$ cat config.mk
export PLATFORM = sky130hd
export DESIGN_NAME = param_shift_reg
export DESIGN_NICKNAME = d
export VERILOG_FILES = /design/src/rtl/shift_pkg.sv /design/src/rtl/shift_bit_counter.sv /design/src/rtl/param_shift_reg.sv
export SDC_FILE = /design/constraint.sdc
export NUM_CORES = 1
export LEC_CHECK = 0
export ABC_AREA = 1
export ABC_CLOCK_PERIOD_IN_PS = 1400
export BUFFER_PORTS_ARGS = -buffer_cell sky130_fd_sc_hd__buf_2
export CORE_MARGIN = 8
export CORE_UTILIZATION = 48
export CTS_BUF_LIST = sky130_fd_sc_hd__clkbuf_4 sky130_fd_sc_hd__clkbuf_8 sky130_fd_sc_hd__clkbuf_16
export CTS_CLUSTER_DIAMETER = 30
export DETAILED_ROUTE_END_ITERATION = 10
export GPL_TIMING_DRIVEN = 0
export PLACE_DENSITY = 0.75
export SYNTH_ARGS = -nofsm -noshare
export SYNTH_HDL_FRONTEND = slang
export SYNTH_SLANG_ARGS = --single-unit
$ cat constraint.sdc
create_clock -name clk -period 1.4 [get_ports clk]
set_input_delay 0.21 -clock clk [delete_from_list [all_inputs] [get_ports clk]]
set_output_delay 0.21 -clock clk [all_outputs]
set_load 0.05 [all_outputs]
$ cat src/rtl/shift_pkg.sv
// Shared encodings for the parametrised shift register: manual operation
// codes and burst FSM states.
package shift_pkg;

    typedef enum logic [2:0] {
        MODE_HOLD  = 3'b000,
        MODE_SHL   = 3'b001,
        MODE_SHR   = 3'b010,
        MODE_LOAD  = 3'b011,
        MODE_ROL   = 3'b100,
        MODE_ROR   = 3'b101,
        MODE_ASR   = 3'b110,
        MODE_HOLD2 = 3'b111
    } mode_t;

    typedef enum logic [1:0] {
        ST_IDLE  = 2'd0,
        ST_SHIFT = 2'd1,
        ST_DONE  = 2'd2
    } state_t;

endpackage

$ cat src/rtl/shift_bit_counter.sv
// Burst bit counter: cleared at burst start, counts enabled shifts, flags the
// last bit (count == WIDTH-1) so the FSM can leave SHIFT on that shift.
module shift_bit_counter #(
    parameter int WIDTH = 8,
    parameter int CW    = $clog2(WIDTH + 1)
) (
    input  logic clk,
    input  logic rst,
    input  logic clear,
    input  logic inc,
    output logic last
);

    logic [CW-1:0] count_reg;

    always_ff @(posedge clk or posedge rst) begin
        if (rst) begin
            count_reg <= '0;
        end else if (clear) begin
            count_reg <= '0;
        end else if (inc && (count_reg != CW'(WIDTH))) begin
            count_reg <= count_reg + 1'b1;
        end
    end

    assign last = (count_reg == CW'(WIDTH - 1));

endmodule

$ cat src/rtl/param_shift_reg.sv
// Parametrised shift register with manual operations in IDLE and a
// start-triggered serialising burst (IDLE -> SHIFT -> DONE).
module param_shift_reg
    import shift_pkg::*;
#(
    parameter int WIDTH     = 8,
    parameter int MSB_FIRST = 1
) (
    input  logic             clk,
    input  logic             rst,
    input  logic             en,
    input  logic [2:0]       mode,
    input  logic             si,
    input  logic [WIDTH-1:0] pi,
    input  logic             start,
    output logic [WIDTH-1:0] po,
    output logic             so,
    output logic             busy,
    output logic             done
);

    state_t           state_reg, state_next;
    logic [WIDTH-1:0] po_reg, po_next;
    logic             busy_reg, done_reg;
    logic             cnt_clear, cnt_inc, cnt_last;

    shift_bit_counter #(.WIDTH(WIDTH)) u_counter (
        .clk   (clk),
        .rst   (rst),
        .clear (cnt_clear),
        .inc   (cnt_inc),
        .last  (cnt_last)
    );

    always_ff @(posedge clk or posedge rst) begin
        if (rst) begin
            state_reg <= ST_IDLE;
            po_reg    <= '0;
            busy_reg  <= 1'b0;
            done_reg  <= 1'b0;
        end else begin
            state_reg <= state_next;
            po_reg    <= po_next;
            busy_reg  <= (state_next == ST_SHIFT);
            done_reg  <= (state_next == ST_DONE);
        end
    end

    always_comb begin
        state_next = state_reg;
        po_next    = po_reg;
        cnt_clear  = 1'b0;
        cnt_inc    = 1'b0;
        case (state_reg)
            ST_IDLE: begin
                // start wins over any manual operation and ignores en
                if (start) begin
                    po_next    = pi;
                    cnt_clear  = 1'b1;
                    state_next = ST_SHIFT;
                end else if (en) begin
                    case (mode_t'(mode))
                        MODE_SHL:  po_next = {po_reg[WIDTH-2:0], si};
                        MODE_SHR:  po_next = {si, po_reg[WIDTH-1:1]};
                        MODE_LOAD: po_next = pi;
                        MODE_ROL:  po_next = {po_reg[WIDTH-2:0], po_reg[WIDTH-1]};
                        MODE_ROR:  po_next = {po_reg[0], po_reg[WIDTH-1:1]};
                        MODE_ASR:  po_next = {po_reg[WIDTH-1], po_reg[WIDTH-1:1]};
                        default:   po_next = po_reg;
                    endcase
                end
            end
            ST_SHIFT: begin
                if (en) begin
                    po_next = (MSB_FIRST != 0) ? {po_reg[WIDTH-2:0], si}
                                               : {si, po_reg[WIDTH-1:1]};
                    cnt_inc = 1'b1;
                    if (cnt_last) begin
                        state_next = ST_DONE;
                    end
                end
            end
            ST_DONE: begin
                state_next = ST_IDLE;
            end
            default: begin
                state_next = ST_IDLE;
            end
        endcase
    end

    always_comb begin
        so = po_reg[0];
        if (state_reg == ST_IDLE) begin
            if ((mode_t'(mode) == MODE_SHL) || (mode_t'(mode) == MODE_ROL)) begin
                so = po_reg[WIDTH-1];
            end
        end else if (MSB_FIRST != 0) begin
            so = po_reg[WIDTH-1];
        end
    end

    assign po   = po_reg;
    assign busy = busy_reg;
    assign done = done_reg;

endmodule

==> results of run 1 <==
## cell type report
cell class | instances | share of cell area, %
buffer | 4 | 2.75
clock buffer | 4 | 2.41
inverter | 26 | 6.66
multi-input combinational | 133 | 46.1
sequential | 16 | 26.8
tap | 30 | 2.50
timing repair buffer | 32 | 12.8
## cell families (layout without fill, tap and decap cells)
logic type,Yosys count,count (layout),share of synthesized area [%]
simple gates,103,103,37.8
flops,16,16,34.4
compound gates,28,28,13.9
buf+inv,30,66,11.8
fa+ha+maj,2,2,2.15
## final timing paths
path	start	to	slack, ns	cells after the start
max reg2reg	state_reg[1]	po[1]	-0.06	7
min reg2reg	po[7]	po[7]	0.51	2
max	state_reg[1]	so	-0.09	6
min	start	state_reg[0]	0.25	3
max in group asynchronous	rst	po[7]	0.45	3
min in group asynchronous	rst	po[4]	0.52	3
## what timing repair did
action,4_1_cts,5_1_grt
gates resized for setup,6,15
pin swaps,3,6
setup endpoints to repair,8,14
hold buffers,1,0
buffers inserted,3,3
hold endpoints to repair,16,0
cloned,0,1
## power by group through the flow
stage,combinational (mW),clock (mW),sequential (mW)
6_report,1.94,0.311,0.863
5_1_grt,2.14,0.345,0.889
4_1_cts,1.77,0.323,0.854
3_5_place_dp,1.68,0,0.858
3_3_place_gp,1.64,0,0.852
2_1_floorplan,0.860,0,1.28
## per-stage QoR
stage | worst slack, ns | TNS (ns) | power [mW]
finish | -0.0908 | -0.371 | 3.12
global route | -0.163 | -0.791 | 3.37
CTS | -0.119 | -0.119 | 2.95
detailed placement | -0.100 | -0.595 | 2.54
global placement | -0.0798 | -0.444 | 2.50
floorplan | 0.0494 | 0 | 2.14
## Yosys cell counts
cell type | count | share of area [%]
buf_4 | 2 | 1.3
nand2_1 | 61 | 20
dfrtp_1 | 16 | 34
nand2_4 | 1 | 0.97
or2_2 | 1 | 0.54
nand3_1 | 13 | 5.6
a21oi_1 | 10 | 4.3
inv_1 | 23 | 7.4
nor2_1 | 19 | 6.1
nor3_1 | 2 | 0.86
nor2_4 | 2 | 1.9
ha_1 | 2 | 2.1
inv_4 | 1 | 0.54
o21ai_1 | 2 | 0.86
nand4_1 | 2 | 1.1
a21boi_1 | 4 | 2.6
nand2_2 | 1 | 0.54
inv_2 | 2 | 0.64
nor4_1 | 1 | 0.54
o21ai_2 | 3 | 2.3
buf_6 | 2 | 1.9
o21ai_0 | 9 | 3.9
## worst reg2reg max path, stage by stage, from the launching register on
cell and delay (ns):
dfrtp_2 0.43, nor2_4 0.14, buf_4 0.13, nand3_4 0.08, o21ai_4 0.24, buf_6 0.15
nand2_1 0.04, a21boi_2 0.14
## metal layers
layer / up-vias / wire length (µm)
li1: 635 / -
met1: 564 / 1290
met2: 46 / 1540
met3: 6 / 284
met4: 0 / 31
met5: - / 0
==> reports/metrics.cfg, run 1 <==
[global_route]
antenna_found_initial=0
grt_max_degree=17
use_met3_pct=3.74
grt_pass1_vias=1135
grt.busiest_layer=met2
grt_use_met1_pct=18.4
grt-ovfl-total=0
met2_usage_pct=24.7
track_usage_pct=15.0
grt_pass1_wl_um=5160

[cts]
worstSkewPairLatency_ns=0.29
clock-sinks=16
numCtsBuffers=3
clockBufferDepth=2
cts_tree=built
clk_pin_slew_ns=0.10
htree_num_levels=1
cts-root-buf=clkbuf_4

[final_layout]
drive_gt1_share_pct=28.4
utilization_pct=63.0
seqCellArea_um2=403
diodes=0
area_growth_pct=29.1
fillers=218
final_common_cell=nand2_1
final_nets=234
instances_no_fill=245
largest_reg_flops=8
fin_area_um2=1500
multi_input_area_um2=693
mostFrequentLayoutCells=60 x nand2_1, 23 x buf_2, 22 x inv_1

[place]
place_area_um2=1320
dp.cells=233
gp_congestion=0.867
hpwl_um=2210
portBuffers=24

[critical_path]
cp_max_fo=3
crit_path_cell_trace=nor2_4 -> nand3_2 -> nand2_1 -> o21ai_1 -> inv_1 -> buf_6
slowest_delay_ns=0.43
worst_path_max_delay_cell=dfrtp_2
cp_num_buf_inv=2
critPathArrivalTime_ns=1.28
worstSetupPathType=register to primary output
crit_path_start_kind=register
endpoint_kind=primary output
cp.required_ns=1.19
cpLargestDelayFamily=flip-flops

[power]
p_seq_share_pct=27.7
switchingPower_mw=1.66
combPwrFrac_pct=62.3
total_leakage_power_nw=0.811
p_clk_share_pct=10.0
p_sw_share_pct=53.4
ir_drop_mv=1.52
power.density_nw_per_um2=2070
power.internal_mw=1.45

[outcome]
violations=negative setup slack
outcome=finished with violations

[synth]
synth_warnings=0
syn_avg_cell_area_um2=6.51
synthesis.area_um2=1160
synth_nets=197
synth_seq_cells=16
synth.distinct_cells=22
syn_inst=179
ys_seq_area_share_pct=34.4

[drt]
drtPass1Iterations=4
routed_via_density=5.11
wire_per_inst_um=12.8
vias=1251
antenna_left=0
routed_wl_um=3140
drtIter0Drc=119
drc=0

[die]
start_util_pct=48.8
fp.dieH_um=65.3
fp-row-count=18
io_pins=27
core_area_um2=2390
dieArea_um2=4260
die_w_um=65.3

[sta]
rsz0062_at_grt=yes
hold_violations=0
setup_viol=8
finalMaxSlewViolations=0
worst_pin_slew_ns=0.608
fmax_ghz=0.671
min_period_ns=1.49
finalWorstSetupSlack_ns=-0.0908
finClkSkew_ns=0.00446
relSlewSlack_pct=59.4
fin_crit_sh_pct=106
hold_ws_ns=0.251

[worst_hold_path]
hold_path.class=input port to register

[job]
drv_cap=0

No activity file was read; power rests on OpenSTA's default activity.
==> run 2: changes to the inputs <==
- ABC_AREA: 1 -> default
- CORE_ASPECT_RATIO: default -> 0.5
- CORE_UTILIZATION: 48 -> 49
- PLACE_DENSITY: 0.75 -> 0.76
==> reports/metrics.cfg, run 2 <==
[global_route]
met2_usage_pct=21.4
grt_pass1_wl_um=5440
grt_use_met1_pct=21.6
grt.busiest_layer=met1
track_usage_pct=14.9
antenna_found_initial=0
grt-ovfl-total=0
grt_pass1_vias=1133
grt_max_degree=17
use_met3_pct=2.66

[die]
fp-row-count=13
io_pins=27
fp.dieH_um=52.0
core_area_um2=2540
die_w_um=88.1
start_util_pct=50.1
dieArea_um2=4580

[cts]
numCtsBuffers=3
worstSkewPairLatency_ns=0.25
cts_tree=built
htree_num_levels=1
cts-root-buf=clkbuf_8
clock-sinks=16
clk_pin_slew_ns=0.06
clockBufferDepth=2

[sta]
fin_crit_sh_pct=108
rsz0062_at_grt=yes
finClkSkew_ns=0.00105
finalWorstSetupSlack_ns=-0.115
relSlewSlack_pct=61.5
worst_pin_slew_ns=0.577
finalMaxSlewViolations=0
hold_ws_ns=0.0107
setup_viol=2
hold_violations=0
min_period_ns=1.51
fmax_ghz=0.660

[final_layout]
fillers=219
utilization_pct=64.1
largest_reg_flops=8
fin_area_um2=1630
mostFrequentLayoutCells=25 x buf_2, 14 x dfrtp_1, 11 x buf_4
diodes=0
instances_no_fill=217
drive_gt1_share_pct=38.9
final_nets=199
final_common_cell=buf_2
area_growth_pct=27.8

[power]
power.density_nw_per_um2=2040
total_leakage_power_nw=0.731
ir_drop_mv=1.01

[critical_path]
r2r_slack_ns=-0.05
crit_path_cell_trace=nor2_1 -> o21ai_1 -> mux2_2 -> buf_6
cp.required_ns=1.19
critPathArrivalTime_ns=1.30
crit_path_start_kind=register
r2r-end=po[0]
worstSetupPathType=register to primary output
endpoint_kind=primary output
r2r_start=po[7]
slowest_delay_ns=0.40
cp_num_buf_inv=1
worst_path_max_delay_cell=dfrtp_1
critPathLaunch=state_reg[1]
reg2reg_depth=4
cp_max_fo=3
cpLargestDelayFamily=flip-flops

[synth]
syn_inst=142
syn_avg_cell_area_um2=8.96
synthesis.area_um2=1270
synth_nets=160
ys_async_sr_fraction_pct=100
yosys.area.top_type_share_pct=31.5
synth_flop_cell=dfrtp_1
ys_seq_area_share_pct=31.5
synth_top_area_cell=dfrtp_1
synth_edf_count=0
synth_warnings=0
synth.area.top_cells=dfrtp_1 31%, a21oi_1 4.3%, a31oi_2 3.9%
synth.most_common_cell=dfrtp_1
synth_seq_cells=16
synth_common_cells=16 x dfrtp_1, 11 x a21oi_1, 10 x nor2_1, 9 x inv_1, 9 x nand2_1
synth.distinct_cells=51

[place]
gp_congestion=0.884
hpwl_um=2390
place_area_um2=1450
portBuffers=26
dp.cells=205

[outcome]
violations=negative setup slack
outcome=finished with violations

[drt]
wire_per_inst_um=15.9
drc=0
routed_via_density=5.64
antenna_left=0
routed_wl_um=3450
vias=1224
drtPass1Iterations=4
drtIter0Drc=104

[worst_hold_path]
hold_path.class=input port to async pin

[job]
drv_cap=0

-- run 2: cell count changes in the layout (fill, tap and decap cells not counted), sizes merged, moves of 6 or more --
| cell | previous run | this run |
|---|---|---|
| nand2 | 63 | 9 |
| inv | 26 | 10 |
| nand3 | 13 | 2 |
| nor2 | 21 | 10 |
| a31oi | 0 | 6 |
| buf | 35 | 41 |
| nand3b | 0 | 6 |
| o21ai | 14 | 8 |
-- run 2: layout make-up --
| class | instances | area (µm²) | share of cell area, % |
|---|---|---|---|
| Buffer | 8 | 67.6 | 4.15 |
| Clock buffer | 4 | 55.1 | 3.38 |
| Inverter | 10 | 37.5 | 2.31 |
| Multi-Input combinational cell | 107 | 813 | 50.0 |
| Sequential cell | 16 | 403 | 24.8 |
| Tap cell | 37 | 46.3 | 2.85 |
| Timing Repair Buffer | 35 | 204 | 12.5 |
-- run 2: power breakdown --
group | internal [mW] | total, mW | switching (mW) | leakage (nW)
Clock | 0.249 | 0.397 | 0.148 | 0.0288
Sequential | 0.671 | 0.881 | 0.210 | 0.188
Combinational | 0.767 | 2.03 | 1.27 | 0.515
-- run 2: metal layers --
layer,share of wire (%),up-vias
met5,0,-
met4,0.98,0
met3,7.8,5
met2,44,49
met1,47,579
li1,-,591
-- run 2: worst max-delay path by stage --
stage            end  cells after the start
6_report          so                      4
5_1_grt           so                      4
4_1_cts           so                      4
3_5_place_dp      so                      6
3_3_place_gp      so                      6
2_1_floorplan  po[0]                      4
-- run 2: repair_timing --
item | CTS | global route
gates cloned | 0 | 0
endpoints found under the setup margin | 6 | 15
buffers inserted | 3 | 6
hold buffers | 0 | 0
hold endpoints to repair | 0 | 0
pin swaps | 3 | 3
gates resized for setup | 7 | 14
-- run 2: stage by stage --
step | TNS [ns] | worst slack [ns] | power (mW)
finish | -0.166 | -0.115 | 3.31
CTS | -0.170 | -0.139 | 3.20
global route | -0.423 | -0.149 | 3.54
floorplan | -0.0826 | -0.0826 | 2.24
detailed placement | -0.614 | -0.190 | 2.67
global placement | -0.602 | -0.166 | 2.64
-- run 2: logic make-up after synthesis --
group           synth area share (%)
xor+xnor                        2.75
mux                             1.67
compound gates                  30.8
fa+ha+maj                       1.97
buf+inv                         7.57
flops                           31.5
simple gates                    23.8
==> run 3: changes to the inputs <==
- HOLD_SLACK_MARGIN: default -> 0.15
- MAX_ROUTING_LAYER: default -> met4
==> reports/metrics.cfg, run 3 (synthesis gave the netlist of run 2 again) <==
[drt]
antenna_left=0
drtPass1Iterations=4
drc=0
routed_wl_um=3420
drtIter0Drc=105
wire_per_inst_um=15.7
vias=1232
routed_via_density=5.65

[job]
drv_cap=0

[sta]
min_period_ns=1.52
rsz0062_at_grt=yes
hold_violations=0
setup_viol=2
finalMaxSlewViolations=0
relSlewSlack_pct=61.4
finalWorstSetupSlack_ns=-0.115
worst_pin_slew_ns=0.578
fmax_ghz=0.660
finClkSkew_ns=0.00108
fin_crit_sh_pct=108
tns_ns=-0.174

[cts]
cts-root-buf=clkbuf_8
htree_num_levels=1
clock-sinks=16
clockBufferDepth=2
cts_tree=built
clk_pin_slew_ns=0.06
worstSkewPairLatency_ns=0.24
numCtsBuffers=3

[global_route]
antenna_found_initial=0
grt-ovfl-total=0
grt_max_degree=17
grt_pass1_wl_um=5440
grt_pass1_vias=1128
track_usage_pct=15.4

[final_layout]
fin_area_um2=1640
final_nets=200
utilization_pct=64.5
final_common_cell=buf_2
largest_reg_flops=8
diodes=0
mostFrequentLayoutCells=25 x buf_2, 14 x dfrtp_1, 11 x buf_4
area_growth_pct=28.6
drive_gt1_share_pct=38.7

[die]
fp-row-count=13
fp.dieH_um=52.0
start_util_pct=50.1
die_w_um=88.1
core_area_um2=2540
io_pins=27
dieArea_um2=4580

[place]
gp_congestion=0.898
place_area_um2=1450
hpwl_um=2390
portBuffers=26

[outcome]
violations=negative setup slack
outcome=finished with violations

[power]
power.density_nw_per_um2=2020
ir_drop_mv=1.01
total_leakage_power_nw=0.735

[critical_path]
worstSetupPathType=register to primary output
cp_max_fo=3
endpoint_kind=primary output
cp.required_ns=1.19
critPathArrivalTime_ns=1.31
crit_path_start_kind=register

[worst_hold_path]
hold_path.class=input port to register

-- run 3: cell types whose count changed in the layout (fill, tap and decap cells not counted) --
cell	previous run	this run
dlygate4sd3_1	0	1
-- run 3: final timing paths --
kind	from	end	slack [ns]	depth (start not counted)
min in group asynchronous	rst	busy	0.56	3
hold reg to reg	u_counter.count_reg[3]	u_counter.count_reg[3]	0.58	2
setup reg to reg	po[7]	po[0]	-0.06	4
max in group asynchronous	rst	po[7]	0.43	3
hold / removal	si	po[0]	0.29	3
setup / recovery	state_reg[1]	so	-0.12	4
-- run 3: repair_timing --
action | in CTS | in global routing
hold buffers | 1 | 0
hold endpoints to repair | 16 | 0
buffers inserted | 3 | 6
endpoints found under the setup margin | 6 | 15
pin swaps | 3 | 3
gates resized for setup | 7 | 14
cloned | 0 | 0
-- run 3: per-layer routing --
metal	vias to the layer above	part of all wire [%]	GRT usage, %	wire [µm]
met3	7	9.7	2.66	333
met5	-	0	-	0
met2	65	44	21.4	1500
met4	0	1.1	5.54	39
met1	566	45	21.6	1550
li1	594	-	-	-
-- run 3: through the flow --
stage	std cells	worst slack, ns	hold slack [ns]	power (mW)
6_report	218	-0.115	0.293	3.31
5_1_grt	218	-0.149	0.320	3.54
4_1_cts	213	-0.139	0.290	3.20
2_1_floorplan	142	-0.0826	0.124	2.24
3_5_place_dp	205	-0.190	0.301	2.67
3_3_place_gp	205	-0.166	0.284	2.64
-- run 3: cell type report --
| cell class | count | area, µm² |
|---|---|---|
| Inverter | 10 | 37.5 |
| Sequential cell | 16 | 403 |
| Clock buffer | 4 | 55.1 |
| Buffer | 8 | 67.6 |
| Fill cell | 218 | 901 |
| Timing Repair Buffer | 36 | 214 |
| Tap cell | 37 | 46.3 |
| Multi-Input combinational cell | 107 | 813 |
-- run 3: where the power goes --
part | switching, mW | total [mW] | internal, mW
logic | 1.27 | 2.04 | 0.770
clock network | 0.146 | 0.396 | 0.249
registers | 0.210 | 0.881 | 0.671
total | 1.62 | 3.31 | 1.69
-- run 3: critical path: stages, from the launching register on --
cell and delay [ns]:
dfrtp_1 0.40, nor2_1 0.07, o21ai_1 0.08, mux2_2 0.35, buf_6 0.15
